File: config.mk
export PLATFORM = sky130hd
export DESIGN_NAME = z_word_serializer
export DESIGN_NICKNAME = d
export VERILOG_FILES = /design/src/rtl/z_word_serializer.sv
export SDC_FILE = /design/constraint.sdc
export NUM_CORES = 1
export LEC_CHECK = 0
export BUFFER_PORTS_ARGS = -buffer_cell sky130_fd_sc_hd__clkbuf_2
export CORE_MARGIN = 2
export CORE_UTILIZATION = 35
export CTS_CLUSTER_SIZE = 14
export DETAILED_ROUTE_END_ITERATION = 7
export PLACE_DENSITY = 0.63
export SYNTH_ARGS = -nofsm -noshare
export SYNTH_HDL_FRONTEND = slang
export SYNTH_SLANG_ARGS = --single-unit
File: constraint.sdc
create_clock -name clk -period 5.3 [get_ports clk]
set_clock_uncertainty 0.2 [all_clocks]
set_input_delay 1.325 -clock clk [delete_from_list [all_inputs] [get_ports clk]]
set_output_delay 1.325 -clock clk [all_outputs]
set_load 0.01 [all_outputs]
File: src/rtl/z_word_serializer.sv
// Word serializer: buffers 5-bit words in a small circular FIFO and sends each
// one as an 8-bit-time frame (start, 5 data bits LSB first, even parity, stop).
module z_word_serializer #(
  parameter int CLKS_PER_BIT = 4,
  parameter int DEPTH        = 4
) (
  input  logic                   clk,
  input  logic                   rstn,
  input  logic [4:0]             in_data,
  input  logic                   in_valid,
  output logic                   in_ready,
  output logic                   ser_out,
  output logic                   busy,
  output logic                   frame_done,
  output logic [$clog2(DEPTH):0] fifo_count
);

  localparam int AW = $clog2(DEPTH);
  localparam int CW = AW + 1;
  localparam logic [7:0] TICK_LAST = 8'(CLKS_PER_BIT - 1);

  typedef enum logic [2:0] {
    IDLE,
    START,
    DATA,
    PARITY,
    STOP
  } state_t;

  state_t        state_q, state_d;
  logic [7:0]    tick_q, tick_d;
  logic [2:0]    bit_q, bit_d;
  logic [4:0]    shreg_q, shreg_d;
  logic          parity_q, parity_d;
  logic [AW-1:0] wr_ptr_q, wr_ptr_d;
  logic [AW-1:0] rd_ptr_q, rd_ptr_d;
  logic [CW-1:0] count_q, count_d;
  logic          ser_out_q, ser_out_d;
  logic          busy_q, busy_d;
  logic          frame_done_q, frame_done_d;

  logic [4:0]    mem_q [DEPTH];
  logic [4:0]    head;
  logic          push;
  logic          pop;
  logic          bit_end;

  // Ready depends only on the registered count, so it never loops back to in_valid.
  assign in_ready = (count_q != CW'(DEPTH));
  assign push     = in_valid && in_ready;
  assign head     = mem_q[rd_ptr_q];
  assign bit_end  = (tick_q == TICK_LAST);

  always_comb begin
    state_d  = state_q;
    tick_d   = tick_q;
    bit_d    = bit_q;
    shreg_d  = shreg_q;
    parity_d = parity_q;
    pop      = 1'b0;

    if (state_q != IDLE) begin
      tick_d = bit_end ? 8'd0 : tick_q + 8'd1;
    end

    case (state_q)
      IDLE: begin
        if (count_q != '0) pop = 1'b1;
      end
      START: begin
        if (bit_end) begin
          state_d = DATA;
          bit_d   = 3'd0;
        end
      end
      DATA: begin
        if (bit_end) begin
          shreg_d = shreg_q >> 1;
          if (bit_q == 3'd4) state_d = PARITY;
          else               bit_d   = bit_q + 3'd1;
        end
      end
      PARITY: begin
        if (bit_end) state_d = STOP;
      end
      STOP: begin
        // Chain straight into the next frame when a word is waiting.
        if (bit_end) begin
          if (count_q != '0) pop     = 1'b1;
          else               state_d = IDLE;
        end
      end
      default: state_d = IDLE;
    endcase

    if (pop) begin
      state_d  = START;
      shreg_d  = head;
      parity_d = ^head;
      tick_d   = 8'd0;
    end
  end

  always_comb begin
    wr_ptr_d = push ? wr_ptr_q + 1'b1 : wr_ptr_q;
    rd_ptr_d = pop  ? rd_ptr_q + 1'b1 : rd_ptr_q;
    count_d  = count_q;
    if (push && !pop)      count_d = count_q + 1'b1;
    else if (pop && !push) count_d = count_q - 1'b1;
  end

  // Outputs are decoded from the next state so they change on the same edge as the FSM.
  always_comb begin
    ser_out_d    = 1'b1;
    busy_d       = (state_d != IDLE);
    frame_done_d = (state_d == STOP) && (tick_d == TICK_LAST);
    case (state_d)
      IDLE:    ser_out_d = 1'b1;
      START:   ser_out_d = 1'b0;
      DATA:    ser_out_d = shreg_d[0];
      PARITY:  ser_out_d = parity_d;
      STOP:    ser_out_d = 1'b1;
      default: ser_out_d = 1'b1;
    endcase
  end

  always_ff @(posedge clk or negedge rstn) begin
    if (!rstn) begin
      state_q      <= IDLE;
      tick_q       <= 8'd0;
      bit_q        <= 3'd0;
      shreg_q      <= 5'd0;
      parity_q     <= 1'b0;
      wr_ptr_q     <= '0;
      rd_ptr_q     <= '0;
      count_q      <= '0;
      ser_out_q    <= 1'b1;
      busy_q       <= 1'b0;
      frame_done_q <= 1'b0;
    end else begin
      state_q      <= state_d;
      tick_q       <= tick_d;
      bit_q        <= bit_d;
      shreg_q      <= shreg_d;
      parity_q     <= parity_d;
      wr_ptr_q     <= wr_ptr_d;
      rd_ptr_q     <= rd_ptr_d;
      count_q      <= count_d;
      ser_out_q    <= ser_out_d;
      busy_q       <= busy_d;
      frame_done_q <= frame_done_d;
    end
  end

  always_ff @(posedge clk) begin
    if (push) mem_q[wr_ptr_q] <= in_data;
  end

  assign ser_out    = ser_out_q;
  assign busy       = busy_q;
  assign frame_done = frame_done_q;
  assign fifo_count = count_q;

endmodule

Word level (Yosys, flattened, before mapping)

Memories as Yosys holds them, arrays and structs flattened.
Cells that the tools add are included.

Add/subtract/negate cells: 6
Multipliers: 0
Divide/modulo/power cells: 0
Magnitude comparators: 0
Eq/ne operators: 15
Shifts and indexed selects: 0
Muxes and demuxes: 27
Bitwise operators: 0
Reductions and logical operators: 17

Operators by type and width:

| kind                  | count |
|---|---|
| $mux W3               | 12 |
| $mux W8               | 3 |
| $eq A8 B2 Y1 const B  | 2 |
| $mux W5               | 3 |
| $pmux W3 S5           | 1 |
| $eq A3 B2 Y1 const B  | 4 |
| $eq A3 B3 Y1 const B  | 3 |
| $reduce_bool A3 Y1    | 3 |
| $add A8 B1 Y8 const B | 1 |
| $reduce_bool A2 Y1    | 4 |
| $add A3 B1 Y3 const B | 2 |
| $eq A3 B1 Y1 const B  | 2 |
| $ne A2 B2 Y1 const B  | 3 |
| $pmux W3 S2           | 1 |
| $mux W1               | 5 |
| $reduce_xor A5 Y1     | 1 |
| $add A2 B1 Y2 const B | 2 |
| $logic_and A1 B1 Y1   | 4 |
| $reduce_and A4 Y1     | 1 |
| $logic_not A3 Y1      | 1 |
| $ne A3 B3 Y1 const B  | 1 |
| $pmux W1 S3           | 1 |
| $sub A3 B1 Y3 const B | 1 |
| $logic_not A1 Y1      | 2 |
| 2 further kinds       | 2 |

Register bits after elaboration: 30
Bits in latches: 0
RAM bits: 20
ROM bits: 0
Output and inout bits: 7
Word-level logic and storage cells: 78
Memories kept: 1

Memory list:

| name  | words | bits a word | read ports | clocked after Yosys merged registers in | write ports | line | source |
|---|---|---|---|---|---|---|---|
| mem_q | 4     | 5           | 1          | 0                                       | 1           | 42   | `logic [4:0] mem_q [DEPTH];` |

Logic depth before layout (Yosys ltp)

Word-level depth: 7
Gate-level depth with buffers: 13
Depth with buffers taken out: 11

Least setup slack after synthesis

Ideal clock, no wire load.

Kind: register to register
Start: reg tick_q[0]
End: reg count_q[1] (netlist: fifo_count[1])
Library setup time: 0.125 ns
Data arrival time: 2.753 ns
Data required time: 4.975 ns
Setup slack: 2.223 ns
Cell stages (with the launch flop): 12
Path buffers: 2
Path through: dfrtp_1 -> ha_1 -> or4b_1 -> buf_2 -> or2_1 -> buf_6 -> a21oi_4 -> inv_4 -> ha_1 -> inv_1 -> fa_1 -> mux2_2

Cells in the longest elaborated chain, start to end: 6

RTL lines:

| what                   | line | source |
|---|---|---|
| from (decl)            | 31   | `logic [7:0] tick_q, tick_d;` |
| from (signal assigned) | 142  | `tick_q <= tick_d;` |
| $eq A8 B2 Y1           | 52   | `assign bit_end = (tick_q == TICK_LAST);` |
| $mux W1                | 88   | `if (bit_end) begin` |
| $pmux W1 S2            | 66   | `case (state_q)` |
| $logic_not A1 Y1       | 108  | `if (push && !pop) count_d = count_q + 1'b1;` |
| $logic_and A1 B1 Y1    | 108  |  |
| $mux W3                | 108  |  |
| net count_d[1]         | 37   | `logic [CW-1:0] count_q, count_d;` |
| to (signal assigned)   | 148  | `count_q <= count_d;` |
| to (decl)              | 37   |  |

The timed path passes the listed nets, and every way through them passes these cells.
A chain may end at the register's enable or synchronous reset.

Worst setup path in the final report

Same ends and word-level chain as after synthesis.

==> metrics <==
run status=finished, final reports clean; final slew viol count=0; largest fanout on the critical path=10; final cycle utilization of the critical path=between 60 and 70%; most frequently used flop master after synthesis=sky130_fd_sc_hd__dfrtp_1; synthesized instance count=between 200 and 250; R2R Setup Slk=roughly 2 ns; fmax=between 300 and 400 MHz; P_sw=roughly 0.00056 W; unrepaired setup endpoints after global routing=no; register share of total power=44.5%; clock share of power=approximately 17%; starting utilization of the core area=36.30%; Post-CTS Setup Repair Bufs=0; total global routing track utilization=a little under an eighth; flop and latch count out of synthesis=50; total half-perimeter wirelength after legalization and detailed placement=around 2900 um; worst hold path endpoint=parity_q; ranking of synthesized cells by instance count=sky130_fd_sc_hd__dfrtp_1, sky130_fd_sc_hd__nand2_1, sky130_fd_sc_hd__edfxtp_1, sky130_fd_sc_hd__nor2_1; number of antenna-violating nets in the routed design=0; portion of synthesized cell area occupied by the leading cell type=29.43%; power density normalized to cell area=roughly 540 nW/um2; Post-Syn Nets=222; clock tree root buffer cell=sky130_fd_sc_hd__clkbuf_8; number of max-capacitance violations reported=0; count leader, synth=sky130_fd_sc_hd__dfrtp_1; Die Area=7733 um2; ratio of cells with drive above 1 in the final layout=~17%; Final Hold Viols=0; cell accounting for the most synthesized area=sky130_fd_sc_hd__dfrtp_1; buffers from clock root to sink, at most=2; list of cells traversed by the critical path=ha_1, or4b_1, or2_1, a21oi_4, inv_4, ha_1, inv_1, fa_1, mux2_2; TritonCTS clock tree=yes; cell with the largest stage delay on the worst path=sky130_fd_sc_hd__or4b_1; routed wire length=just over 4000 um; clock latency reported for the late side of the worst-skew pair=0.31 ns; Placeable Area=6794 um2; sequential standard cell area=~1400 um2; DR vias/cell=4.863; number of antenna violations at the first check in global routing=0; classification of the worst-slack hold path=reg -> reg; CP arrival=approximately 3.3 ns; utilization after layout=around 40%; die height=a little under 90 um; Worst path max stage delay=0.58 ns; number of resized instances in the post-cts repair step=0; Filler Cells Inserted=646; worst hold path depth=2; vias in the first global route=~1500; average wire per standard cell=about 13 um; Critical Path Source Type=flop; static power due to leakage=between 1 and 1.5 nW; sequential-to-total area share from yosys stat=a little over half; HP Start=parity_q; Port Buffers=14; minimum clock period=roughly 3.3 ns; H-tree levels=2; worst r2r path cells=9; initial detailed-routing violation count=52; area added between synthesis and finish=9.234%; Crit path top cell by count=sky130_fd_sc_hd__ha_1; total number of vias=between 1500 and 2000; headroom to the max-slew limit=30.53%; Num Clock Sinks=50; Least-Margin Pin Slew=1.034 ns; Post-route DRC=0; worst reg2reg path endpoint=fifo_count[1]; wire length of the first global-routing pass=between 7000 and 8000 um; Worst R2R Start=tick_q[0]; share of async-settable or async-resettable flops after synthesis=60.00%; total negative setup slack=0 ns; element type at the critical path end=flop; number of antenna cells inserted=0; net switching fraction of the power=roughly 39%; maximum number of pins on one net before global-route repair=31; Overflow after GRT=0; syn avg cell area=~12 um2; CTS clk-pin slew, worst paths=roughly 0.10 ns; class of the most critical setup path=reg -> reg; # IOs=15; Worst VDD drop=about 0.23 mV; Hold WS=~0.31 ns; number of hold buffers added after CTS=0; required time at the endpoint of the critical path=approximately 5.3 ns; count of unique library cells instantiated by Yosys=between 40 and 50; gp weighted congestion=just over 0.8; number of cell rows=30; floorplan die width=approximately 88 um; Synth area leaders=sky130_fd_sc_hd__dfrtp_1, sky130_fd_sc_hd__edfxtp_1, sky130_fd_sc_hd__mux4_2, sky130_fd_sc_hd__ha_1, sky130_fd_sc_hd__nand2_1; Synth Warn #=0; netlist area before placement=about 2500 um2; number of iterations in the first detailed-routing pass=4; cell-internal power=just under 0.0009 W; number of buffers added by the clock tree synthesis step=5; NumNets Final=233; multi-input gate area in the final layout=between 1000 and 1500 um2; number of enable-type register cells in the synthesized netlist=20; part of the total power dissipated in combinational logic=about two fifths; number of setup violations in the final report=0
[state kept, by name, summed over array words and instances, names as in the netlist, 2 cells and up]
signal	flops
mem_q	20
tick_q	8
shreg_q	5
bit_q	3
fifo_count	3
state_q	3
rd_ptr_q	2
wr_ptr_q	2
[power by group through the flow]
stage	sequential (W)	clock [W]	combinational, W
floorplan	0.000602	0	0.000500
global route	0.000668	0.000266	0.000639
CTS	0.000648	0.000250	0.000574
global placement	0.000654	0	0.000561
finish	0.000645	0.000241	0.000566
detailed placement	0.000656	0	0.000568
[logic make-up after synthesis]
logic type	Yosys count	synth area share, %
XOR/XNOR	18	6.393
buffers and inverters	17	3.602
AO/OA/AOI/OAI	26	7.763
adder cells (fa/ha/maj)	9	4.871
flip-flops	50	54.85
multiplexers	11	7.052
AND/OR/NAND/NOR	74	15.48
[how the worst max path moves through the flow]
| stage | slack, ns | startpoint | end | depth (start not counted) |
|---|---|---|---|---|
| 6_report | 2.03 | tick_q[0] | fifo_count[1] | 9 |
| 5_1_grt | 1.84 | tick_q[0] | fifo_count[1] | 9 |
| 4_1_cts | 2.01 | tick_q[0] | fifo_count[1] | 9 |
| 3_5_place_dp | 2.03 | tick_q[0] | fifo_count[1] | 9 |
| 3_3_place_gp | 2.13 | tick_q[0] | fifo_count[1] | 9 |
| 2_1_floorplan | 2.22 | tick_q[0] | fifo_count[1] | 11 |
[layout make-up]
class | count | area share, %
clock buffer | 5 | 2.555
sequential | 50 | 50.21
multi-input combinational | 138 | 38.04
clock inverter | 3 | 1.068
inverter | 7 | 1.068
timing repair buffer | 14 | 2.601
tap | 96 | 4.459
[worst max-delay path, delay by kind of cell (launching register included)]
kind | cells | cell delay [ns]
mux | 1 | 0.27
compound gates | 1 | 0.31
buf+inv | 2 | 0.18
flops | 1 | 0.43
fa+ha+maj | 3 | 0.84
simple gates | 2 | 0.93
[stage by stage]
stage / power (W) / setup WS (ns) / instance area, um2 / std cells
after global routing: 0.001574 / 1.839 / 2694 / 313
after global placement: 0.001215 / 2.130 / 2596 / 305
after detailed placement: 0.001225 / 2.029 / 2596 / 305
after CTS: 0.001471 / 2.013 / 2694 / 313
after floorplan: 0.001102 / 2.223 / 2466 / 205
final: 0.001452 / 2.027 / 2694 / 313
[per-layer routing]
| metal | up-vias | part of all wire, % | GRT usage [%] |
|---|---|---|---|
| met1 | 729 | 47 | 15.98 |
| met2 | 37 | 46 | 18.39 |
| met5 | - | 0 | 0 |
| met4 | 0 | 1.7 | 4.895 |
| li1 | 748 | - | - |
| met3 | 8 | 4.9 | 3.487 |
[layout by cell type (no fill, tap or decap), types with 2 or more instances in the layout]
cell / Yosys / routed
sky130_fd_sc_hd__a21o_1: 2 / 2
sky130_fd_sc_hd__a21oi_1: 4 / 4
sky130_fd_sc_hd__and3_1: 6 / 6
sky130_fd_sc_hd__clkbuf_2: 0 / 14
sky130_fd_sc_hd__clkbuf_8: 0 / 5
sky130_fd_sc_hd__dfrtp_1: 29 / 29
sky130_fd_sc_hd__edfxtp_1: 20 / 20
sky130_fd_sc_hd__ha_1: 8 / 8
sky130_fd_sc_hd__inv_1: 6 / 6
sky130_fd_sc_hd__mux2i_1: 5 / 5
sky130_fd_sc_hd__mux4_2: 5 / 5
sky130_fd_sc_hd__nand2_1: 21 / 21
sky130_fd_sc_hd__nand2b_1: 2 / 2
sky130_fd_sc_hd__nand3_1: 8 / 8
sky130_fd_sc_hd__nand4_1: 2 / 2
sky130_fd_sc_hd__nor2_1: 15 / 15
sky130_fd_sc_hd__nor2b_1: 3 / 3
sky130_fd_sc_hd__nor3_1: 5 / 5
sky130_fd_sc_hd__o21a_1: 2 / 2
sky130_fd_sc_hd__o21ai_0: 7 / 7
sky130_fd_sc_hd__o31ai_1: 3 / 3
sky130_fd_sc_hd__or3_1: 2 / 2
sky130_fd_sc_hd__xnor2_1: 9 / 9
sky130_fd_sc_hd__xor2_1: 9 / 9
No activity file was read; power rests on OpenSTA's default activity.
